`src/rtl/bus_grant_encoder.sv`:
```
// Bus grant encoder: arbitrates N_SRC out-enable requests to one encoded
// select, with fixed-priority or round-robin policy, lock hold and a
// saturating collision counter.
//
// Ports:
//   clock     - rising-edge clock
//   clear     - asynchronous active-high reset
//   req       - per-source requests, bit i = source i
//   en        - arbitration enable
//   lock      - hold the current grant while one exists
//   clr_err   - synchronous clear of err_cnt (wins over increment)
//   sel       - registered index of granted source
//   sel_valid - registered, high while sel names an active grant
//   multi     - registered, last arbitrated cycle had >= 2 requests
//   err_cnt   - saturating count of collision cycles
module bus_grant_encoder #(
    parameter int N_SRC   = 24,
    parameter int SEL_W   = 5,
    parameter int RR_MODE = 0,
    parameter int CNT_W   = 8
) (
    input  logic             clock,
    input  logic             clear,
    input  logic [N_SRC-1:0] req,
    input  logic             en,
    input  logic             lock,
    input  logic             clr_err,
    output logic [SEL_W-1:0] sel,
    output logic             sel_valid,
    output logic             multi,
    output logic [CNT_W-1:0] err_cnt
);

    typedef enum logic {
        IDLE,
        GRANTED
    } state_t;

    localparam int REQ_X_W = 1 << SEL_W;

    state_t           state_q, state_d;
    logic [SEL_W-1:0] sel_q, sel_d;
    logic [SEL_W-1:0] ptr_q, ptr_d;
    logic             multi_q, multi_d;
    logic [CNT_W-1:0] err_q, err_d;

    logic [REQ_X_W-1:0] req_x;
    logic [SEL_W:0]     base;
    logic [SEL_W:0]     sum;
    logic [SEL_W-1:0]   pick;
    logic               found;
    logic               collide;

    // Search start: the round-robin pointer, or 0 for fixed priority.
    // The request vector is zero-padded so any SEL_W-bit index is legal.
    always_comb begin
        req_x = '0;
        req_x[N_SRC-1:0] = req;
        base  = (RR_MODE != 0) ? {1'b0, ptr_q} : '0;
        sum   = '0;
        pick  = '0;
        found = 1'b0;
        for (int i = 0; i < N_SRC; i++) begin
            sum = base + (SEL_W+1)'(i);
            if (sum >= (SEL_W+1)'(N_SRC)) begin
                sum = sum - (SEL_W+1)'(N_SRC);
            end
            if (!found && req_x[sum[SEL_W-1:0]]) begin
                found = 1'b1;
                pick  = sum[SEL_W-1:0];
            end
        end
    end

    // Two or more bits set iff clearing the lowest set bit leaves some.
    assign collide = |(req & (req - N_SRC'(1)));

    always_comb begin
        state_d = state_q;
        sel_d   = sel_q;
        ptr_d   = ptr_q;
        multi_d = multi_q;
        err_d   = err_q;
        unique case (state_q)
            IDLE: begin
                if (en) begin
                    multi_d = collide;
                    if (found) begin
                        state_d = GRANTED;
                        sel_d   = pick;
                    end
                end
            end
            GRANTED: begin
                if (en && lock) begin
                    multi_d = 1'b0;
                end else if (en) begin
                    multi_d = collide;
                    if (found) begin
                        sel_d = pick;
                    end else begin
                        state_d = IDLE;
                    end
                end
            end
            default: state_d = IDLE;
        endcase
        // Pointer and counter move only on true arbitration cycles.
        if (en && !(lock && state_q == GRANTED)) begin
            if (found) begin
                ptr_d = (pick == SEL_W'(N_SRC - 1)) ? '0 : pick + SEL_W'(1);
            end
            if (collide && err_q != '1) begin
                err_d = err_q + CNT_W'(1);
            end
        end
        if (clr_err) begin
            err_d = '0;
        end
    end

    always_ff @(posedge clock or posedge clear) begin
        if (clear) begin
            state_q <= IDLE;
            sel_q   <= '0;
            ptr_q   <= '0;
            multi_q <= 1'b0;
            err_q   <= '0;
        end else begin
            state_q <= state_d;
            sel_q   <= sel_d;
            ptr_q   <= ptr_d;
            multi_q <= multi_d;
            err_q   <= err_d;
        end
    end

    assign sel       = sel_q;
    assign sel_valid = (state_q == GRANTED);
    assign multi     = multi_q;
    assign err_cnt   = err_q;

endmodule

```
`config.mk`:
```
export PLATFORM = sky130hd
export DESIGN_NAME = bus_grant_encoder
export DESIGN_NICKNAME = d
export VERILOG_FILES = /design/src/rtl/bus_grant_encoder.sv
export SDC_FILE = /design/constraint.sdc
export NUM_CORES = 1
export LEC_CHECK = 0
export BUFFER_PORTS_ARGS = -buffer_cell sky130_fd_sc_hd__buf_4
export CAP_MARGIN = 20
export CORE_AREA = 5 5 48 81
export DETAILED_ROUTE_END_ITERATION = 12
export DIE_AREA = 0 0 53 86
export PLACE_DENSITY = 0.73
export SLEW_MARGIN = 40
export SYNTH_ARGS = -nofsm -noshare
export SYNTH_HDL_FRONTEND = slang
export SYNTH_SLANG_ARGS = --single-unit
export TNS_END_PERCENT = 10
```
`constraint.sdc`:
```
create_clock -name clock -period 3.2 [get_ports clock]
set_input_delay 0.48 -clock clock [delete_from_list [all_inputs] [get_ports clock]]
set_output_delay 0.48 -clock clock [all_outputs]
set_load 0.02 [all_outputs]
```
== Word level (Yosys, flattened, before mapping) ==
Index checks and enable logic that the tools add are counted.

* Output and inout bits: 15
* Logic and storage cells: 127
* Register bits: 15
* Input bits: 29

* Reduce and logical (&&, ||, !) cells: 55
* Mux-type cells: 62
* Add/sub/neg operators: 2
* Eq/ne operators: 2
* Bitwise gates (word level): 2

{| class="wikitable"
|+ Operators by type and width
! cell !! count
|-
| 5-bit 2-to-1 mux || 24
|-
| 1-bit 2-to-1 mux || 31
|-
| 1-bit logical AND || 27
|-
| 24-bit bitwise AND || 1
|-
| 1-bit logical NOT || 24
|-
| 8-bit 2-to-1 mux || 3
|-
| 24-bit OR reduction || 1
|-
| 24-bit by 1-bit subtractor with 24-bit output (second input constant) || 1
|-
| 5-bit one-hot mux with 2 select lines || 1
|-
| 8-bit by 1-bit adder with 8-bit output (second input constant) || 1
|-
| 8-bit != test (second input constant) || 1
|-
| 1-bit one-hot mux with 2 select lines || 2
|-
| 2-bit nonzero test || 2
|-
| 2-bit 2-to-1 mux || 1
|-
| 2-bit != test (second input constant) || 1
|-
| 2-bit AND reduction || 1
|-
| 1-bit NOT || 1
|}

== Longest topological paths before layout ==
* Word-level depth: 74
* Mapped depth: 10
* Gate-level depth less buffers: 8

== Worst setup path after synthesis ==
OpenSTA, ideal clock, no wires.

* Path kind: input -> register
* Start: input port req[7]
* End: register err_q[1] (netlist: err_cnt[1])
* Setup slack: 0.651 ns
* Data required time: 3.072 ns
* Stages: 10
* Data arrival time: 2.421 ns
* Setup time: 0.128 ns
* Path buffers: 2
* Cells stage by stage: or2_1 > clkbuf_1 > or3_1 > o31ai_1 > o2111ai_1 > nor4_2 > a21o_2 > buf_6 > mux2i_1 > nor2_1

* Longest elaborated chain between the ends: 6

{| class="wikitable"
|+ Ends and longest elaborated chain
! what !! line !! source
|-
| start, declared || 24 || <nowiki>input logic [N_SRC-1:0] req,</nowiki>
|-
| 24-bit by 1-bit subtractor with 24-bit output || 76 || <nowiki>assign collide = |(req & (req - N_SRC'(1)));</nowiki>
|-
| 24-bit bitwise AND (*) || 76 ||
|-
| 24-bit OR reduction (*) || 76 ||
|-
| 1-bit logical AND (*) || 113 || <nowiki>if (collide && err_q != '1) begin</nowiki>
|-
| 2-bit nonzero test (no source line) (*) || -- ||
|-
| 2-bit AND reduction (no source line) (*) || -- ||
|-
| end signal, assigned || 134 || <nowiki>err_q <= err_d;</nowiki>
|-
| end, declared || 45 || <nowiki>logic [CNT_W-1:0] err_q, err_d;</nowiki>
|}

Every way passes the cells marked *; elsewhere a longest branch is shown, timed or not.
A chain may end at the register's enable or synchronous reset.

== Worst setup path after layout ==
* Start: input port req[15]
* End: register err_q[1] (netlist: err_cnt[1])

The elaborated chain is that of the path after synthesis.

==> flow_summary_export.csv <==
group,metric,value,unit
floorplan,die_h,86,um
cells_and_area,fin_nets,233,
yosys,synth.top_cell.area_share,31.1,%
power,p_leak,0.000686,uW
power,p_per_area,313,mW/mm2
floorplan,initial_core_util,38.4,%
route,ant_nets,0,
global_route,grt_pass1_vias,1418,
setup_path,cp.required,3.35,ns
power,power.internal,349,uW
clock_network,clock_sinks,15,
power,comb_power_share,27.8,%
placement,place_congestion,0.903,
yosys,synth.most_common_cell,"nor2_1",
sta,worst_slew_pin_slew,0.709,ns
route,vias,1392,
yosys,synth_top_cell_by_area,"dfrtp_1",
yosys,ys_ff_latch,15,
setup_path,path_cells,"buf_4 > or3_1 > or3_1 > o31ai_1 > o2111ai_1 > nor4_2 > a21o_2 > mux2i_1 > nor2_1",
placement,io_buffers,43,
clock_network,path_clk_slew,0.06,ns
route,wirelength,3690,um
sta,post-route-min-period,2.66,ns
power,ir_drop,262,uV
route,first_iter_violations,30,
route,dr.pass1.iters,4,
setup_path,cp.arrival,2.81,ns
global_route,top_usage_layer,"met2",
yosys,syn_area,0.00121,mm2
global_route,grt_use_met2,32.5,%
setup_path,startpoint_type,"input pin",
setup_path,max_stage_delay,0.40,ns
floorplan,rows,27,
cells_and_area,stdcell_count,245,
global_route,overflow,0,
clock_network,numCtsBuffers,3,
cells_and_area,fin_util,51.5,%
sta,period_share,83.3,%
clock_network,cts-htree-levels,1,
clock_network,tritoncts,"built",
global_route,antenna_found_initial,0,
sta,hold_viol,0,
sta,worst_slack,0.535,ns
global_route,grtUsageMet3,2.43,%
floorplan,die_area,0.00456,mm2
floorplan,fp.dieW,53,um
clock_network,post_cts_buffers,0,
status,status,"finished clean",
yosys,synth_cell_types,46,
clock_network,clockRootBuffer,"clkbuf_8",
placement,placed_cells,241,
setup_path,crit_type,"in -> reg",
yosys,ys_top_cells_by_count,"27 x nor2_1, 15 x dfrtp_1, 13 x a21oi_1, 13 x o21ai_0, 12 x nand2_1",
yosys,synth_edf_count,0,
clock_network,postCtsResizedCells,0,
sta,maxSlewViolCount,0,
global_route,grt_max_degree,16,
flow_run,max_cap_viol_count,0,
power,p_sw_share,31.1,%
cells_and_area,syn_to_final_growth,34.1,%
hold_path,worstHoldPathType,"in -> async",
global_route,gr-usage-met1,17.4,%
global_route,grt_pass1_wl,6100,um
route,viasPerCell,5.68,
yosys,ys_seq_area_share,31.1,%
sta,rsz0062_at_grt,"no",
placement,dp_hpwl,3110,um
cells_and_area,diodes,0,
setup_path,critical_path.slowest_cell,"or3_1",
clock_network,clock_latency,0.25,ns
setup_path,crit_top_cell,"or3_1",
sta,setup_tns,0,ns
sta,slew_headroom,51.5,%
power,p_switching,157,uW
cells_and_area,drive_gt1_share,26.7,%
clock_network,clock_path_buffers,2,
floorplan,boundaryPins,44,
power,seqPwrFrac,41.3,%
placement,place_area,0.00157,mm2
yosys,synth.avg_cell_area,7.69,um2
yosys,synth-main-ff-cell,"dfrtp_1",
sta,fmax,375,MHz
setup_path,worst-path-max-fanout,14,
global_route,grt_use_total,17.5,%
yosys,async_flop_share,100,%
yosys,syn_inst,157,
route,wl_per_cell,15.1,um
setup_path,end_kind,"flip-flop",
floorplan,coreArea,0.00314,mm2
power,p_clk_share,30.8,%
sta,setup_viol,0,
cells_and_area,fin_area,0.00162,mm2
yosys,netlist_top_cells_area,"dfrtp_1 31%, nor2_1 8.4%, a21oi_1 5.4%",
placement,preCtsSetupSlack,0.274,ns
sta,finClkSkew,0.00366,ns
route,drcViolationCount,0,
clock_network,hold_buffers,0,
yosys,synthesis.nets,187,
yosys,yosysWarningCount,0,
final timing paths:
kind | slack [ns] | to | from | cells after the start
hold reg to reg | 0.50 | multi | multi | 1
setup reg to reg | 1.35 | err_cnt[5] | err_cnt[0] | 6
hold / removal | 0.28 | err_cnt[0] | clear | 2
max in group asynchronous | 2.53 | multi | clear | 2
setup / recovery | 0.54 | err_cnt[1] | req[15] | 9
min in group clock | 0.44 | err_cnt[7] | clr_err | 2
layer usage:
layer | share of wire [%] | wire, um
met2 | 54 | 2000
met3 | 6.3 | 232
met1 | 35 | 1300
met5 | 0 | 0
met4 | 4.5 | 165
power by group through the flow:
stage	clock network (uW)	registers (uW)	logic [uW]
final	156	209	141
after CTS	160	210	143
after floorplan	0	226	54.3
after global placement	0	213	141
after detailed placement	0	213	143
after global routing	168	211	156
layout by cell type, fill, tap and decap left out, types with 2 or more instances in the layout:
cell	count
buf_4	44
o41ai_1	2
inv_1	6
a211oi_1	3
dfrtp_1	15
nor4_2	2
nand2_1	12
o31ai_1	5
nand2b_1	2
o21ai_1	3
nor3_1	5
clkbuf_8	3
nand4_1	2
nor2_1	27
a21oi_1	13
o21ai_0	13
or3_1	5
o22ai_1	3
or4_1	3
o31a_1	2
nand3_1	7
sequential cells by signal, indices dropped and copies added, names as in the netlist:
| register | count |
|---|---|
| err_cnt | 8 |
| multi | 1 |
| sel_valid | 1 |
| sel | 5 |
critical path: cells and delay by family:
family	cells	cell delay (ns)
AND/OR/NAND/NOR	4	1.15
buffers and inverters	1	0.13
AO/OA/AOI/OAI	3	0.83
multiplexers	1	0.21
cell families (layout without fill, tap and decap cells):
family / after synthesis / in the layout / share of synthesized area [%]
buffers and inverters: 9 / 54 / 3.42
XOR/XNOR: 1 / 1 / 0.726
AO/OA/AOI/OAI: 58 / 58 / 31.1
AND/OR/NAND/NOR: 72 / 72 / 31.8
adder cells (fa/ha/maj): 1 / 1 / 1.04
flip-flops: 15 / 15 / 31.1
multiplexers: 1 / 1 / 0.829
per-stage QoR:
step	hold slack [ns]	total power, uW
after global placement	0.479	354
after floorplan	0.381	281
final	0.284	506
after global routing	0.344	535
after detailed placement	0.494	356
after CTS	0.293	512
area by class of cell:
type / count / area [um2]
Clock buffer: 3 / 41.3
Clock inverter: 1 / 5.00
Fill cell: 347 / 1520
Inverter: 6 / 22.5
Multi-Input combinational cell: 133 / 791
Sequential cell: 15 / 375
Tap cell: 43 / 53.8
Timing Repair Buffer: 44 / 330
Note: power is estimated with default switching activity, not from simulation.
